File: src/rtl/coh_noc_pkg.sv
// Shared coherent-NoC types: writeback entry states, request opcodes and line geometry.
package coh_noc_pkg;

  localparam int unsigned LINE_OFFSET_W = 6;
  localparam int unsigned ADDR_W        = 48;
  localparam int unsigned LINE_W        = 512;

  typedef enum logic [1:0] {
    FREE      = 2'd0,
    REQ       = 2'd1,
    WAIT_DBID = 2'd2,
    DATA      = 2'd3
  } wb_state_e;

  typedef enum logic [3:0] {
    REQ_READ_SHARED    = 4'h0,
    REQ_READ_UNIQUE    = 4'h1,
    REQ_WRITEBACK_FULL = 4'h8
  } req_opcode_e;

endpackage

File: src/rtl/rr_arbiter.sv
// Round-robin arbiter with a grant lock: once presented, a grant holds until advance.
module rr_arbiter #(
  parameter int unsigned N = 4
) (
  input  logic                 clk,
  input  logic                 rst_n,
  input  logic [N-1:0]         req,
  input  logic                 advance,
  output logic [N-1:0]         grant,
  output logic [$clog2(N)-1:0] grant_idx,
  output logic                 valid
);

  localparam int unsigned IDX_W = $clog2(N);

  logic [IDX_W-1:0] ptr_q;
  logic [IDX_W-1:0] lock_idx_q;
  logic             lock_q;
  logic [IDX_W-1:0] rr_idx;
  logic             rr_found;

  // First requester at or after the pointer, wrapping (N is a power of two).
  always_comb begin
    rr_found = 1'b0;
    rr_idx   = '0;
    for (int unsigned k = 0; k < N; k++) begin
      if (!rr_found && req[ptr_q + IDX_W'(k)]) begin
        rr_found = 1'b1;
        rr_idx   = ptr_q + IDX_W'(k);
      end
    end
  end

  assign grant_idx = lock_q ? lock_idx_q : rr_idx;
  assign valid     = lock_q | rr_found;
  assign grant     = valid ? (N'(1) << grant_idx) : '0;

  always_ff @(posedge clk) begin
    if (!rst_n) begin
      ptr_q      <= '0;
      lock_q     <= 1'b0;
      lock_idx_q <= '0;
    end else if (valid && advance) begin
      ptr_q  <= grant_idx + IDX_W'(1);
      lock_q <= 1'b0;
    end else if (valid) begin
      lock_q     <= 1'b1;
      lock_idx_q <= grant_idx;
    end
  end

endmodule

File: src/rtl/l1_wb_buffer.sv
// L1 victim writeback buffer: drops clean victims, drains dirty ones as WriteBackFull
// (req, CompDBIDResp, data) and serves fill/snoop lookups while lines are in flight.
module l1_wb_buffer
  import coh_noc_pkg::*;
#(
  parameter int unsigned NUM_ENTRIES = 4,
  parameter int unsigned TXNID_WIDTH = 8
) (
  input  logic                           clk,
  input  logic                           rst_n,
  input  logic                           evict_valid,
  output logic                           evict_ready,
  input  logic [47:0]                    evict_addr,
  input  logic [511:0]                   evict_data,
  input  logic                           evict_dirty,
  output logic                           req_valid,
  input  logic                           req_ready,
  output req_opcode_e                    req_opcode,
  output logic [47:0]                    req_addr,
  output logic [TXNID_WIDTH-1:0]         req_txnid,
  input  logic                           rsp_valid,
  input  logic [TXNID_WIDTH-1:0]         rsp_txnid,
  input  logic [TXNID_WIDTH-1:0]         rsp_dbid,
  output logic                           dat_valid,
  input  logic                           dat_ready,
  output logic [TXNID_WIDTH-1:0]         dat_txnid,
  output logic [511:0]                   dat_data,
  input  logic [47:0]                    lookup_addr,
  output logic                           lookup_hit,
  output logic [511:0]                   lookup_data,
  output logic                           rsp_err,
  output logic [$clog2(NUM_ENTRIES):0]   occupancy
);

  localparam int unsigned IDX_W = $clog2(NUM_ENTRIES);
  localparam int unsigned OCC_W = IDX_W + 1;
  localparam int unsigned TAG_W = ADDR_W - LINE_OFFSET_W;

  wb_state_e                st_q [NUM_ENTRIES];
  wb_state_e                st_d [NUM_ENTRIES];
  logic [TAG_W-1:0]         tag_q  [NUM_ENTRIES];
  logic [LINE_W-1:0]        data_q [NUM_ENTRIES];
  logic [TXNID_WIDTH-1:0]   dbid_q [NUM_ENTRIES];

  logic [NUM_ENTRIES-1:0]   free_vec, req_vec, data_vec, wait_match;
  logic [NUM_ENTRIES-1:0]   req_grant, dat_grant;
  logic [IDX_W-1:0]         req_idx, dat_idx, alloc_idx;
  logic [OCC_W-1:0]         occ_q;
  logic                     rsp_err_q;
  logic                     alloc, req_fire, dat_fire;
  logic                     unused_offset;

  assign unused_offset = ^{evict_addr[LINE_OFFSET_W-1:0], lookup_addr[LINE_OFFSET_W-1:0]};

  always_comb begin
    free_vec   = '0;
    req_vec    = '0;
    data_vec   = '0;
    wait_match = '0;
    for (int unsigned i = 0; i < NUM_ENTRIES; i++) begin
      free_vec[i]   = (st_q[i] == FREE);
      req_vec[i]    = (st_q[i] == REQ);
      data_vec[i]   = (st_q[i] == DATA);
      wait_match[i] = rsp_valid && (st_q[i] == WAIT_DBID) && (rsp_txnid == TXNID_WIDTH'(i));
    end
  end

  // Lowest-index free entry; ready looks only at registered state.
  always_comb begin
    alloc_idx = '0;
    for (int i = int'(NUM_ENTRIES) - 1; i >= 0; i--) begin
      if (free_vec[i]) alloc_idx = IDX_W'(i);
    end
  end

  assign evict_ready = |free_vec;
  assign alloc       = evict_valid && evict_ready && evict_dirty;
  assign req_fire    = req_valid && req_ready;
  assign dat_fire    = dat_valid && dat_ready;

  rr_arbiter #(.N(NUM_ENTRIES)) u_req_arb (
    .clk       (clk),
    .rst_n     (rst_n),
    .req       (req_vec),
    .advance   (req_fire),
    .grant     (req_grant),
    .grant_idx (req_idx),
    .valid     (req_valid)
  );

  rr_arbiter #(.N(NUM_ENTRIES)) u_dat_arb (
    .clk       (clk),
    .rst_n     (rst_n),
    .req       (data_vec),
    .advance   (dat_fire),
    .grant     (dat_grant),
    .grant_idx (dat_idx),
    .valid     (dat_valid)
  );

  always_comb begin
    for (int unsigned i = 0; i < NUM_ENTRIES; i++) begin
      st_d[i] = st_q[i];
      unique case (st_q[i])
        FREE:      if (alloc && (alloc_idx == IDX_W'(i))) st_d[i] = REQ;
        REQ:       if (req_fire && req_grant[i])           st_d[i] = WAIT_DBID;
        WAIT_DBID: if (wait_match[i])                      st_d[i] = DATA;
        DATA:      if (dat_fire && dat_grant[i])           st_d[i] = FREE;
        default:                                           st_d[i] = FREE;
      endcase
    end
  end

  always_ff @(posedge clk) begin
    if (!rst_n) begin
      for (int unsigned i = 0; i < NUM_ENTRIES; i++) st_q[i] <= FREE;
      occ_q     <= '0;
      rsp_err_q <= 1'b0;
    end else begin
      for (int unsigned i = 0; i < NUM_ENTRIES; i++) st_q[i] <= st_d[i];
      occ_q     <= occ_q + OCC_W'(alloc) - OCC_W'(dat_fire);
      rsp_err_q <= rsp_valid && !(|wait_match);
    end
  end

  // Payload storage needs no reset: every read is qualified by entry state.
  always_ff @(posedge clk) begin
    if (alloc) begin
      tag_q[alloc_idx]  <= evict_addr[ADDR_W-1:LINE_OFFSET_W];
      data_q[alloc_idx] <= evict_data;
    end
    for (int unsigned i = 0; i < NUM_ENTRIES; i++) begin
      if (wait_match[i]) dbid_q[i] <= rsp_dbid;
    end
  end

  // Lowest matching non-free entry wins.
  always_comb begin
    lookup_hit  = 1'b0;
    lookup_data = '0;
    for (int i = int'(NUM_ENTRIES) - 1; i >= 0; i--) begin
      if ((st_q[i] != FREE) && (tag_q[i] == lookup_addr[ADDR_W-1:LINE_OFFSET_W])) begin
        lookup_hit  = 1'b1;
        lookup_data = data_q[i];
      end
    end
  end

  assign req_opcode = REQ_WRITEBACK_FULL;
  assign req_addr   = req_valid ? {tag_q[req_idx], {LINE_OFFSET_W{1'b0}}} : '0;
  assign req_txnid  = req_valid ? TXNID_WIDTH'(req_idx) : '0;
  assign dat_txnid  = dat_valid ? dbid_q[dat_idx] : '0;
  assign dat_data   = dat_valid ? data_q[dat_idx] : '0;
  assign rsp_err    = rsp_err_q;
  assign occupancy  = occ_q;

endmodule

File: config.mk
export PLATFORM = sky130hd
export DESIGN_NAME = l1_wb_buffer
export DESIGN_NICKNAME = d
export VERILOG_FILES = /design/src/rtl/coh_noc_pkg.sv /design/src/rtl/rr_arbiter.sv /design/src/rtl/l1_wb_buffer.sv
export SDC_FILE = /design/constraint.sdc
export NUM_CORES = 2
export LEC_CHECK = 0
export CORE_AREA = 4 4 669 671
export DETAILED_ROUTE_END_ITERATION = 16
export DIE_AREA = 0 0 673 675
export PLACE_DENSITY = 0.52
export SYNTH_ARGS = -nofsm -noshare
export SYNTH_HDL_FRONTEND = slang
export SYNTH_SLANG_ARGS = --single-unit
File: constraint.sdc
create_clock -name clk -period 21.6 [get_ports clk]
set_clock_uncertainty 0.05 [all_clocks]
set_input_delay 5.4 -clock clk [delete_from_list [all_inputs] [get_ports clk]]
set_output_delay 5.4 -clock clk [all_outputs]
set_load 0.02 [all_outputs]
==> reports/results.txt <==
CTS Buffer Depth: 4
worst skew pair latency: 0.88 ns
Power Density: 83.5 nW/um2
Final GP Congestion: 0.872
Max FO, Critical Path: 95
Max Fclk: 0.0590 GHz
vias in the first global route: 80870
Req. time, crit path: 16.15 ns
Arr. time, crit path: 11.50 ns
multiplexer share of the synthesized area: 10.1%
CP most frequent cell: buf_4
htree depth: 5
Total Wirelength: 502 mm
CP peak stage delay: 0.73 ns
LEAKAGE: 50.7 nW
period utilization: 78.5%
drt pass-1 iters: 8
share of layout cells above drive strength 1: 10.1%
Cell Rows: 244
total power draw: 12.0 mW
Critical Path Sink Type: output port
CTS tree: built
placed insts: 16483
chip width: 673 um
initial antenna violation count: 149
setup bufs post-CTS: 0
Starting Density: 25.5%
minimum clock period: 16.95 ns
grt ovf: 0
ANT nets after route: 0
final setup TNS: 0 ns
outcome: finished clean
via count: 85426
total CTS buffers: 284
critical path class: primary input to output port
largest net degree at the start of global routing: 160
die area: 454000 um2
Routed WL per cell: 29.5 um
worst-margin pin slew: 1.23 ns
Distinct cells, synth: 66
area grow syn2layout: 27.8%
Seq cells post-synth: 2270
die height: 675 um
input/output buffers: 1702
Final Setup Violations: 0
TritonCTS sink count: 2270
worst min path class: flop to flop
post-synthesis sequential area ratio: 60.4%
critical path's slowest cell: clkdlybuf4s50_1
largest family of logic cells by synthesized area: compound AO/OA/AOI/OAI gates
Tot GR Track Use: 20.9%
first-pass GRT wire length: 674 mm
R2R setup slack: 15.83 ns
Final Hold Viols: 0
Max VDD drop: 97.5 uV
synthesized-area fraction occupied by adder cells: 0.329%
multi-input logic area: 36500 um2
synthesized area: 112000 um2
vias per std cell: 5.01
max-slew violations: 0
Post-Syn Instances: 9543
Synth Area per Inst: 11.8 um2
num ports: 1731
Worst Setup Start Kind: primary input
# DRC: 0
simple-gate share of the synthesized area: 8.27%
root buffer cell: clkbuf_16
Reg clk slew, reported paths: 0.06 ns
Reg area: 67900 um2
Async SR Flop Fraction: 0%
ys flop type: edfxtp_1
core area: 441000 um2
EDFF count, synth: 2248
Slew HR: 17.8%
Yosys warning total: 0
post-synthesis compound-gate area fraction: 12.4%
XOR/XNOR Fraction of Synth Area: 1.29%
DP HPWL: 344 mm
RSZ-0062 raised after global routing: no
initial DRC count: 7822
Layout Cells excl Fill: 17046
Fillers: 43992
Hold-fix buffers, CTS: 0
nets: 11525
PostCTS Resize Cnt: 0
sequence of cells on the critical path: clkdlybuf4s50_1, xor2_1, nor4_1, nand4_1, buf_4, buf_12, buf_4, buf_4, nor4_1, a31oi_1, mux2_2, o21ai_1, clkdlybuf4s50_1
Max-Cap Viols: 0
-- critical path, delay by kind of cell --
family,cells,cell delay (ns)
XOR/XNOR,1,0.30
AND/OR/NAND/NOR,3,1.67
buffers and inverters,6,2.99
multiplexers,1,0.29
AO/OA/AOI/OAI,2,0.60
-- final cells by class --
class	count	share of cell area, %
repair buffers	1882	13.1
well taps	5904	5.14
inverters	1050	2.74
clock inverters	164	1.01
flip-flops and latches	2270	47.3
multi-input cells	5377	25.4
diodes	50	0.0871
clock buffers	349	5.18
-- per-stage QoR --
stage,worst slack (ns),area (um2),hold slack (ns),utilization (%)
floorplan,2.26,112000,0.401,-
global placement,4.87,135000,0.418,30.5
detailed placement,4.83,135000,0.424,30.5
CTS,4.83,144000,0.433,32.5
global route,4.54,144000,0.459,32.6
finish,4.65,144000,0.436,32.6
-- power breakdown --
part / internal, mW / switching [mW] / total (mW)
Clock: 2.63 / 1.96 / 4.60
Combinational: 0.719 / 1.42 / 2.14
Sequential: 5.16 / 0.0921 / 5.26
Total: 8.52 / 3.48 / 12.0
-- cells in the mapped netlist (all sizes together), types with 22 or more instances --
cell type     n  area, um2
nor4        550       3440
a211oi     1035       7770
edfxtp     2248      67500
nor2        547       2050
mux2i       535       5360
nand2       710       2670
mux2        522       5880
ha           28        350
o21ai       521       2610
a31oi       513       3210
and3         45        282
nand3        86        430
dfxtp        22        440
inv        1049       3940
clkbuf      532       2020
buf         328       2180
xor2        154       1350
-- logic make-up after synthesis --
group                      Yosys count
buffers and inverters             1910
DFF                               2270
adders and majority gates           29
and+or+nand+nor                   2002
muxes                             1060
AOI/OAI and AO/OA                 2105
other                                2
xor gates and xnor gates           165
-- flip-flops by register name, summed over array words and instances, names as in the netlist --
signal and count:
tag_q 168, dbid_q 32, u_req_arb.lock_q 1, u_req_arb.lock_idx_q 2, occupancy 3, u_dat_arb.lock_idx_q 2, rsp_err 1, u_req_arb.ptr_q 2
u_dat_arb.lock_q 1, u_dat_arb.ptr_q 2, st_q 8, data_q 2048
-- cells in the final DEF (no fill, tap or decap), drive strengths merged, types with 86 or more instances in the layout --
master         count
nand3             86
o21ai            521
xor2             154
nor4             550
clkbuf           349
edfxtp          2248
clkinv           121
mux2i            535
clkdlybuf4s50   1698
mux2             522
a31oi            513
nor2             547
buf              184
inv             1073
a211oi          1035
nand2            710
-- worst paths after layout --
| path | endpoint | cells after the start | startpoint |
|---|---|---|---|
| worst max-delay path | lookup_data[374] | 13 | lookup_addr[21] |
| worst min-delay path | u_dat_arb.lock_idx_q[0] | 2 | u_dat_arb.lock_idx_q[0] |
| worst max register to register | data_q[2][289] | 8 | st_q[0][0] |
| worst min register to register | u_dat_arb.lock_idx_q[0] | 2 | u_dat_arb.lock_idx_q[0] |
-- per-layer routing --
layer	global-route usage, %	wire length (um)	vias to the layer above	part of all wire (%)
li1	-	-	38274	-
met3	6.12	44400	869	8.8
met1	25.7	199000	42717	40
met4	10.7	28300	56	5.6
met2	33.4	231000	3510	46
met5	0	374	-	0.074
Note: power is estimated with default switching activity, not from simulation.
